**config.mk**
```make
export PLATFORM = sky130hd
export DESIGN_NAME = add_result_fifo
export DESIGN_NICKNAME = d
export VERILOG_FILES = /design/src/rtl/add_result_fifo.sv
export SDC_FILE = /design/constraint.sdc
export NUM_CORES = 1
export LEC_CHECK = 0
export ABC_AREA = 0
export CORE_MARGIN = 1
export CORE_UTILIZATION = 50
export DETAILED_ROUTE_END_ITERATION = 10
export PLACE_DENSITY_LB_ADDON = 0.25
export SLEW_MARGIN = 20
export SYNTH_ARGS = -nofsm -noshare
export SYNTH_HDL_FRONTEND = slang
export SYNTH_SLANG_ARGS = --single-unit
```
**constraint.sdc**
```tcl
create_clock -name clk -period 8.42 [get_ports clk]
set_clock_uncertainty 0.1 [all_clocks]
set_input_delay 2.526 -clock clk [delete_from_list [all_inputs] [get_ports clk]]
set_output_delay 2.526 -clock clk [all_outputs]
set_load 0.005 [all_outputs]
```
**src/rtl/add_result_fifo.sv**
```systemverilog
// add_result_fifo
//   Result buffer placed directly after adder64. Every sum presented with
//   in_rdy is captured into a first-word fall-through FIFO and held until the
//   consumer takes it over a valid/ready handshake. Overflowing results are
//   dropped, and the bench-visible ovf/drop_cnt pair records that they were lost.
//
// Ports
//   clk        rising-edge clock
//   rst        asynchronous, active-low reset
//   in_sum     result from adder64 (LEN_DATA bits)
//   in_rdy     in_sum is written when high at a clock edge
//   out_data   head-of-FIFO result, 0 when empty
//   out_valid  out_data holds a valid entry
//   out_ready  consumer accepts out_data this cycle
//   count      occupied entries, 0..DEPTH
//   full       count == DEPTH
//   empty      count == 0
//   ovf        sticky: at least one result dropped since reset or clear
//   drop_cnt   dropped results, saturating at 16'hFFFF
//   ovf_clr    synchronous clear of ovf and drop_cnt
module add_result_fifo #(
  parameter int LEN_DATA = 64,
  parameter int DEPTH    = 8
) (
  input  logic                      clk,
  input  logic                      rst,
  input  logic [LEN_DATA-1:0]       in_sum,
  input  logic                      in_rdy,
  output logic [LEN_DATA-1:0]       out_data,
  output logic                      out_valid,
  input  logic                      out_ready,
  output logic [$clog2(DEPTH):0]    count,
  output logic                      full,
  output logic                      empty,
  output logic                      ovf,
  output logic [15:0]               drop_cnt,
  input  logic                      ovf_clr
);

  localparam int AW = $clog2(DEPTH);
  localparam logic [AW:0] FULL_CNT = (AW+1)'(DEPTH);

  logic [LEN_DATA-1:0] mem [DEPTH];
  logic [AW-1:0]       wr_ptr;
  logic [AW-1:0]       rd_ptr;
  logic [AW:0]         count_nxt;

  logic push;
  logic pop;
  logic drop;

  function automatic logic [15:0] sat_inc(input logic [15:0] v);
    return (v == 16'hFFFF) ? v : v + 16'd1;
  endfunction

  // A full FIFO can still accept a write when the head leaves in the same cycle.
  assign pop  = ~empty & out_ready;
  assign push = in_rdy & (~full | pop);
  assign drop = in_rdy & full & ~pop;

  always_comb begin
    count_nxt = count;
    if (push && !pop)      count_nxt = count + (AW+1)'(1);
    else if (pop && !push) count_nxt = count - (AW+1)'(1);
  end

  // Storage is deliberately left out of reset; the pointers define validity.
  always_ff @(posedge clk) begin
    if (push) mem[wr_ptr] <= in_sum;
  end

  always_ff @(posedge clk or negedge rst) begin
    if (!rst) begin
      wr_ptr <= '0;
      rd_ptr <= '0;
      count  <= '0;
      full   <= 1'b0;
      empty  <= 1'b1;
    end else begin
      if (push) wr_ptr <= wr_ptr + AW'(1);
      if (pop)  rd_ptr <= rd_ptr + AW'(1);
      count <= count_nxt;
      // Flags come from the same next-count so they never disagree with count.
      full  <= (count_nxt == FULL_CNT);
      empty <= (count_nxt == '0);
    end
  end

  // The clear takes priority over a drop occurring in the same cycle.
  always_ff @(posedge clk or negedge rst) begin
    if (!rst) begin
      ovf      <= 1'b0;
      drop_cnt <= '0;
    end else if (ovf_clr) begin
      ovf      <= 1'b0;
      drop_cnt <= '0;
    end else if (drop) begin
      ovf      <= 1'b1;
      drop_cnt <= sat_inc(drop_cnt);
    end
  end

  assign out_valid = ~empty;
  assign out_data  = empty ? '0 : mem[rd_ptr];

endmodule

```
==> flow_summary.ini, run 1 <==
[critical_path]
end_kind = output pin
start_kind = flop
r2r-start = empty$_DFF_PN1_
rrSetupSlack_ns = 4.04
cp_data_required_time_ns = 5.79
endpoint = out_data[63]
startpoint = rd_ptr[1]$_DFFE_PN0P_
crit_type = reg -> out
critical_path_arrival_ns = 3.55
r2r_cells = 6
r2r_end = mem[5][14]$_DFFE_PP_
critPathMaxFanout = 59

[timing]
tns_ns = 0
setup_slack_ns = 2.25
finalSetupViolCount = 0
max_freq_mhz = 162
hold_viol_final = 0
rsz0062_at_grt = no
timing.final.crit_period_ns = 6.17
timing.hold.ws_ns = 0.406
slew_headroom_pct = 29.4
tightestPinTransition_ns = 1.06
period_share_pct = 73.3
drv_slew = 0

[global_route]
grtUsageTotal_pct = 19.8
grt_max_degree = 73
overflow = 0
grt_pass1_wl_mm = 61.7
antenna_found_initial = 1
grt_pass1_vias = 10300

[floorplan]
die_w_um = 206
core_area_um2 = 41000
fp-row-count = 74
initial_core_util_pct = 50.9
die_h_um = 206
ioPinCount = 157
die_area_um2 = 42500

[clock_tree]
cts.path.max_buffers = 3
numCtsBuffers = 53
numClockSinks = 541
cts_setup_buffers = 0
path_clk_slew_ns = 0.06
cts_tree = done
ctsResizeCount = 0
htree_num_levels = 2
worstSkewPairLatency_ns = 0.57
cts_root_buf = clkbuf_16
holdBufCountCts = 0

[detailed_routing]
via_per_inst = 5.74
vias = 9911
wire_per_inst_um = 23.5
wirelength_mm = 40.6
first_pass_iters = 8
drc = 38
drtAntennaViolNets = 0
drt_iter0_markers = 800

[final_layout]
area_growth_pct = 19.2
fin_nets = 1229
final_area_um2 = 24900
drive_gt1_share_pct = 20.1
nFillCells = 2876

[power_and_ir_drop]
p_per_area_nw_per_um2 = 346
ir_drop_mv = 0.176
p_leak_nw = 8.13
finalPower_w = 0.00860

[synth]
synth.top_cell.area_share_pct = 73.7
synthTopCellsByArea = edfxtp_1 (74%), mux4_2 (14%), dfrtp_1 (3.4%)
synth_ff_type = edfxtp_1
synth-async-reset-ratio_pct = 5.36
synth_nets = 1045
yosysSeqAreaShare_pct = 77.2
synth_cell_types = 40
netlist_instances = 971
yosysWarnings = 0
synth_top_area_cell = edfxtp_1
syn_area_per_cell_um2 = 21.5
syn_area_um2 = 20900
synth-seq-cells = 541
synth-edff-count = 512

[flow_run]
drv_cap = 0

[hold_path]
hold_depth = 2
worstHoldPathType = reg -> reg

[run_status]
violations = DRC
status = complete, but fails checks

[placed_design]
port_buffers = 156
placed_area_um2 = 23200
gp_congestion = 0.757
detailed_place_hpwl_mm = 22.7
pre_cts_slack_ns = 1.96
## metal layers
layer | vias up | routed length (um) | track usage, % | share of wire, %
met5 | - | 0 | 0 | 0
met4 | 0 | 742 | 4.81 | 1.8
met3 | 52 | 2120 | 4.15 | 5.2
met2 | 232 | 19600 | 31.1 | 48
met1 | 5259 | 18200 | 28.6 | 45
li1 | 4368 | - | - | -
## worst min path at each step
stage,from,to,slack (ns)
CTS,ovf$_DFFE_PN0P_,ovf$_DFFE_PN0P_,0.41
global placement,ovf$_DFFE_PN0P_,ovf$_DFFE_PN0P_,0.39
detailed placement,ovf$_DFFE_PN0P_,ovf$_DFFE_PN0P_,0.40
global route,ovf$_DFFE_PN0P_,ovf$_DFFE_PN0P_,0.44
finish,ovf$_DFFE_PN0P_,ovf$_DFFE_PN0P_,0.41
floorplan,wr_ptr[0]$_DFFE_PN0P_,wr_ptr[0]$_DFFE_PN0P_,0.38
## sequential cells by signal, summed over array words and instances (netlist names)
name,flops
rd_ptr,3
count,4
mem,512
drop_cnt,16
empty,1
ovf,1
full,1
wr_ptr,3
## kinds of logic (layout without fill, tap and decap cells)
group           after synthesis  in the layout  share of synthesized area [%]
mux                         197            197                           17.1
simple gates                133            133                           2.91
xor+xnor                     11             11                          0.462
other cells                   0              1                              0
buf+inv                      54            278                           1.06
compound gates               30             30                          0.936
fa+ha+maj                     5              5                          0.300
flops                       541            541                           77.2
## report_power, final
group          internal [W]  switching, W
clock               0.00130      0.000962
sequential          0.00338      0.000274
combinational       0.00148       0.00121
total               0.00616       0.00244
## critical path: stages (launching register included)
cell and delay, ns:
dfrtp_4 1.03, buf_4 0.61, mux4_2 0.31, mux2i_1 0.07, nor2_1 0.31, clkdlybuf4s50_1 0.57
## cell type report
class | count | area (um^2) | area share [%]
clock inverters | 35 | 309 | 1.24
inverters | 8 | 30.0 | 0.121
repair buffers | 175 | 1790 | 7.19
well taps | 532 | 666 | 2.68
multi-input cells | 376 | 4610 | 18.5
flip-flops and latches | 541 | 16100 | 64.8
clock buffers | 60 | 1350 | 5.44
diodes | 1 | 2.50 | 0.0101
## cells in the mapped netlist (8+ instances only)
library cell / instances
mux4_2: 128
a21oi_1: 10
clkbuf_1: 26
o21ai_0: 8
mux2i_1: 66
inv_1: 8
xnor2_1: 9
dfrtp_1: 28
buf_2: 12
nor2_1: 82
edfxtp_1: 512
nand2_1: 10
## through the flow
step | std cells | util [%]
floorplan | 971 | -
global placement | 1631 | 56.5
detailed placement | 1631 | 56.5
CTS | 1726 | 60.6
global route | 1727 | 60.6
finish | 1728 | 60.6
## layout by cell type (no fill, tap or decap), drive strengths merged, types with 2 or more instances in the layout
| master | instances |
|---|---|
| xor2 | 2 |
| nand2b | 4 |
| clkbuf | 60 |
| or3 | 3 |
| mux2 | 3 |
| buf | 19 |
| clkdlybuf4s50 | 156 |
| a21oi | 10 |
| xnor2 | 9 |
| a31oi | 3 |
| bufinv | 5 |
| o21ai | 8 |
| and3 | 2 |
| dfrtp | 28 |
| nand4 | 5 |
| nor3 | 7 |
| and4 | 2 |
| inv | 9 |
| ha | 5 |
| mux2i | 66 |
| nor2b | 3 |
| nor4b | 2 |
| nor2 | 82 |
| nor4 | 5 |
| clkinv | 27 |
| a211oi | 2 |
| mux4 | 128 |
| clkinvlp | 2 |
| nand3 | 4 |
| a21o | 3 |
| nand2 | 10 |
| edfxtp | 512 |
Note: power is estimated with default switching activity, not from simulation.
==> inputs of run 2 (changes only) <==
Clock period 8.42 ns to 5.15 ns, I/O delays scaled along.
==> flow_summary.ini, run 2 (synthesized netlist as in run 1, its figures left out) <==
[run_status]
status = complete, but fails checks
violations = DRC

[critical_path]
end_kind = output pin
critPathMaxFanout = 19
crit_path_cell_trace = buf_4, mux4_2, mux2i_1, nor2_1, clkdlybuf4s50_1
cp_slowest_stage_delay_ns = 0.62
r2r_cells = 7
cp_data_required_time_ns = 3.51
startpoint = rd_ptr[0]$_DFFE_PN0P_
crit_type = reg -> out
critical_path_arrival_ns = 2.99
r2r_end = mem[4][0]$_DFFE_PP_
start_kind = flop
r2r-start = empty$_DFF_PN1_
rrSetupSlack_ns = 1.89
critPathSlowestCell = dfrtp_4

[timing]
tightestPinTransition_ns = 0.708
rsz0062_at_grt = no
slew_headroom_pct = 52.8
drv_slew = 0
timing.final.crit_period_ns = 4.63
max_freq_mhz = 216
period_share_pct = 89.9
setup_slack_ns = 0.518
hold_viol_final = 0
finalSetupViolCount = 0

[clock_tree]
cts_tree = done
cts_root_buf = clkbuf_16
numCtsBuffers = 54
numClockSinks = 541
cts_setup_buffers = 0
cts.path.max_buffers = 3
ctsResizeCount = 0
holdBufCountCts = 0
worstSkewPairLatency_ns = 0.58
path_clk_slew_ns = 0.06
htree_num_levels = 2

[hold_path]
worstHoldPathType = reg -> reg
min_from = ovf$_DFFE_PN0P_
hold_end = ovf$_DFFE_PN0P_
hold_depth = 2

[final_layout]
nFillCells = 2899
area_growth_pct = 20.8
top_regs = mem: 512 flops, drop_cnt: 16 flops, count: 4 flops
instances_no_fill = 1750
largest_reg_flops = 512
post-route-util_pct = 61.4
drive_gt1_share_pct = 21.4
final_cell_mix = edfxtp_1 (512), clkdlybuf4s50_1 (155), mux4_2 (128)
layout_commonest_cell = edfxtp_1
diodes = 0
fin_nets = 1248
top_register = mem

[power_and_ir_drop]
power_frac_clock_pct = 27.3
p_per_area_nw_per_um2 = 574
switchingPower_w = 0.00409
netSwitchingFraction_pct = 28.3
pwr-share-seq_pct = 40.4
combinationalPowerShare_pct = 32.3
p_int_w = 0.0104
ir_drop_mv = 0.357
p_leak_nw = 8.29

[floorplan]
die_w_um = 206
fp-row-count = 74
ioPinCount = 157
core_area_um2 = 41000
die_h_um = 206
die_area_um2 = 42500
initial_core_util_pct = 50.9

[detailed_routing]
via_per_inst = 5.70
vias = 9978
drtAntennaViolNets = 0
first_pass_iters = 8
wire_per_inst_um = 23.7
drt_iter0_markers = 723
wirelength_mm = 41.4
drc = 20

[flow_run]
drv_cap = 0

[placed_design]
pre_cts_slack_ns = 1.05
dp_cells = 1650
detailed_place_hpwl_mm = 24.0
port_buffers = 156
gp_congestion = 0.761

[global_route]
grt_pass1_vias = 10300
grt_max_degree = 49
grtUsageTotal_pct = 20.1
antenna_found_initial = 1
overflow = 0
grt_pass1_wl_mm = 62.6
==> run 2: changes by cell type in the layout (fill, tap and decap cells not counted), moves of 2 or more <==
| cell | before | now |
|---|---|---|
| buf_12 | 5 | 13 |
| buf_4 | 13 | 24 |
| bufinv_16 | 5 | 7 |
| clkbuf_1 | 7 | 10 |
| clkbuf_16 | 53 | 55 |
| clkbuf_8 | 0 | 2 |
| clkinv_2 | 14 | 8 |
| clkinvlp_4 | 2 | 4 |
==> run 2: power by group through the flow <==
stage          logic, W  registers (W)  clock network (W)
2_1_floorplan   0.00267        0.00579                  0
3_3_place_gp    0.00475        0.00591                  0
3_5_place_dp    0.00477        0.00595                  0
4_1_cts         0.00479        0.00586            0.00401
5_1_grt         0.00507        0.00591            0.00417
6_report        0.00468        0.00584            0.00394
==> run 2: final cells by class <==
cell class                      instances  area, um^2  area share [%]
Tap cell                              532         666            2.64
Clock inverter                         33         350            1.39
Inverter                                8        30.0           0.119
Multi-Input combinational cell        376        4610            18.3
Sequential cell                       541       16100            63.9
Timing Repair Buffer                  193        2000            7.92
Clock buffer                           67        1440            5.72
==> run 2: metrics by stage <==
stage          hold WS (ns)  TNS (ns)  power, W  cell area (um^2)
2_1_floorplan         0.380   -279.84   0.00846             20900
3_5_place_dp          0.403         0    0.0107             23400
6_report              0.412         0    0.0145             25200
3_3_place_gp          0.392         0    0.0107             23400
5_1_grt               0.455         0    0.0151             25200
4_1_cts               0.416         0    0.0147             25200
==> run 2: metal layers <==
metal  track usage, %  wire (um)
met2             32.3      20200
met5                0          9
met1             28.2      18100
met3             3.91       2190
met4             6.04        877
==> run 2: critical path: cells and delay by family (launching register included) <==
family / cells / cell delay (ns)
buf+inv: 2 / 0.91
flops: 1 / 0.62
mux: 2 / 0.79
simple gates: 1 / 0.07
==> run 2: how the worst max path moves through the flow <==
stage | endpoint | cells past startpoint
floorplan | mem[7][0]$_DFFE_PP_ | 4
global placement | out_data[26] | 5
detailed placement | mem[0][20]$_DFFE_PP_ | 7
CTS | out_data[31] | 5
global route | out_data[6] | 5
finish | out_data[31] | 5
==> inputs of run 3 (changes only) <==
Settings changed: PLACE_DENSITY from default to 0.73, PLACE_DENSITY_LB_ADDON 0.25 to default, SLEW_MARGIN 20 to default.
==> flow_summary.ini, run 3 (synthesized netlist as in run 1, its figures left out) <==
[run_status]
status = complete, but fails checks
violations = DRC

[floorplan]
initial_core_util_pct = 50.9
die_area_um2 = 42500
die_w_um = 206
die_h_um = 206
fp-row-count = 74
ioPinCount = 157
core_area_um2 = 41000

[critical_path]
critPathSlowestCell = dfrtp_4
critPathMaxFanout = 29
end_kind = output pin
critical_path_arrival_ns = 2.90
cp.depth = 5
r2r_cells = 6
crit_family = buffers and inverters
crit_type = reg -> out
cp_slowest_stage_delay_ns = 0.71
cp_data_required_time_ns = 3.51
crit_buf_inv = 2
crit_path_cell_trace = buf_4, mux4_2, mux2i_1, nor2_1, clkdlybuf4s50_1
start_kind = flop
rrSetupSlack_ns = 1.96

[detailed_routing]
wirelength_mm = 42.0
first_pass_iters = 7
vias = 10100
drtAntennaViolNets = 0
drt_iter0_markers = 821
wire_per_inst_um = 24.0
drc = 28
via_per_inst = 5.76

[timing]
tightestPinTransition_ns = 0.901
slew_headroom_pct = 39.9
hold_viol_final = 0
timing.final.crit_period_ns = 4.54
rsz0062_at_grt = no
timing.hold.ws_ns = 0.443
drv_slew = 0
finalSetupViolCount = 0
tns_ns = 0
period_share_pct = 88.2
max_freq_mhz = 220

[final_layout]
register_area_um2 = 16100
nFillCells = 2863
top_regs = mem: 512 flops, drop_cnt: 16 flops, count: 4 flops
fin_nets = 1244
post-route-util_pct = 61.6
final_cell_mix = edfxtp_1 (512), clkdlybuf4s50_1 (155), mux4_2 (128)
top_register = mem
instances_no_fill = 1749
layout_commonest_cell = edfxtp_1
area_growth_pct = 21.1
largest_reg_flops = 512
multi_input_comb_area_um2 = 4610
drive_gt1_share_pct = 21.0

[global_route]
overflow = 0
antenna_found_initial = 2
grt_pass1_wl_mm = 63.9
grt_max_degree = 69
grt_pass1_vias = 10600
grtUsageTotal_pct = 20.5

[clock_tree]
worstSkewPairLatency_ns = 0.59
cts_tree = done
htree_num_levels = 2
holdBufCountCts = 0
cts_root_buf = clkbuf_16
cts.path.max_buffers = 3
ctsResizeCount = 0
numClockSinks = 541
cts_setup_buffers = 0
path_clk_slew_ns = 0.06
numCtsBuffers = 56

[power_and_ir_drop]
p_leak_nw = 8.30
ir_drop_mv = 0.340
p_per_area_nw_per_um2 = 579

[flow_run]
drv_cap = 0

[hold_path]
hold_depth = 1
worstHoldPathType = reg -> reg

[placed_design]
dp_cells = 1644
port_buffers = 156
gp_congestion = 0.756
detailed_place_hpwl_mm = 23.3
-- run 3: changes by cell type in the layout (fill, tap and decap cells not counted), moves of 2 or more --
cell,delta
buf_4,-5
clkbuf_1,+7
clkinvlp_4,-2
clkbuf_16,+2
bufinv_16,+2
clkinv_1,-3
clkbuf_8,-2
-- run 3: through the flow --
stage          total power, W  cell area [um^2]  setup WS, ns
3_3_place_gp           0.0106             23400          1.09
5_1_grt                0.0153             25300         0.403
6_report               0.0146             25300         0.606
2_1_floorplan         0.00846             20900        -0.611
4_1_cts                0.0148             25300         0.513
3_5_place_dp           0.0107             23400         0.988
-- run 3: final timing paths --
path | endpoint | from
worst max-delay path | out_data[7] | rd_ptr[1]$_DFFE_PN0P_
worst min-delay path | wr_ptr[0]$_DFFE_PN0P_ | wr_ptr[0]$_DFFE_PN0P_
worst max register to register | mem[4][60]$_DFFE_PP_ | empty$_DFF_PN1_
worst min register to register | wr_ptr[0]$_DFFE_PN0P_ | wr_ptr[0]$_DFFE_PN0P_
max in group asynchronous | rd_ptr[2]$_DFFE_PN0P_ | rst
min in group asynchronous | drop_cnt[4]$_DFFE_PN0P_ | rst
-- run 3: power by group --
| group | switching (W) | internal (W) | total [W] |
|---|---|---|---|
| Combinational | 0.00207 | 0.00249 | 0.00456 |
| Clock | 0.00164 | 0.00249 | 0.00413 |
| Sequential | 0.000415 | 0.00553 | 0.00595 |
| Total | 0.00413 | 0.0105 | 0.0146 |
-- run 3: final cells by class --
cell class	instances	share of cell area, %
Antenna cell	1	0.00991
Inverter	8	0.119
Tap cell	532	2.64
Clock inverter	30	1.62
Timing Repair Buffer	187	7.68
Multi-Input combinational cell	376	18.2
Clock buffer	74	5.90
Sequential cell	541	63.8
-- run 3: routing by layer --
| metal | wire length (um) | track usage (%) |
|---|---|---|
| met3 | 2270 | 4.23 |
| met5 | 13 | 0 |
| met2 | 20900 | 33.5 |
| met4 | 657 | 4.57 |
| met1 | 18100 | 28.8 |
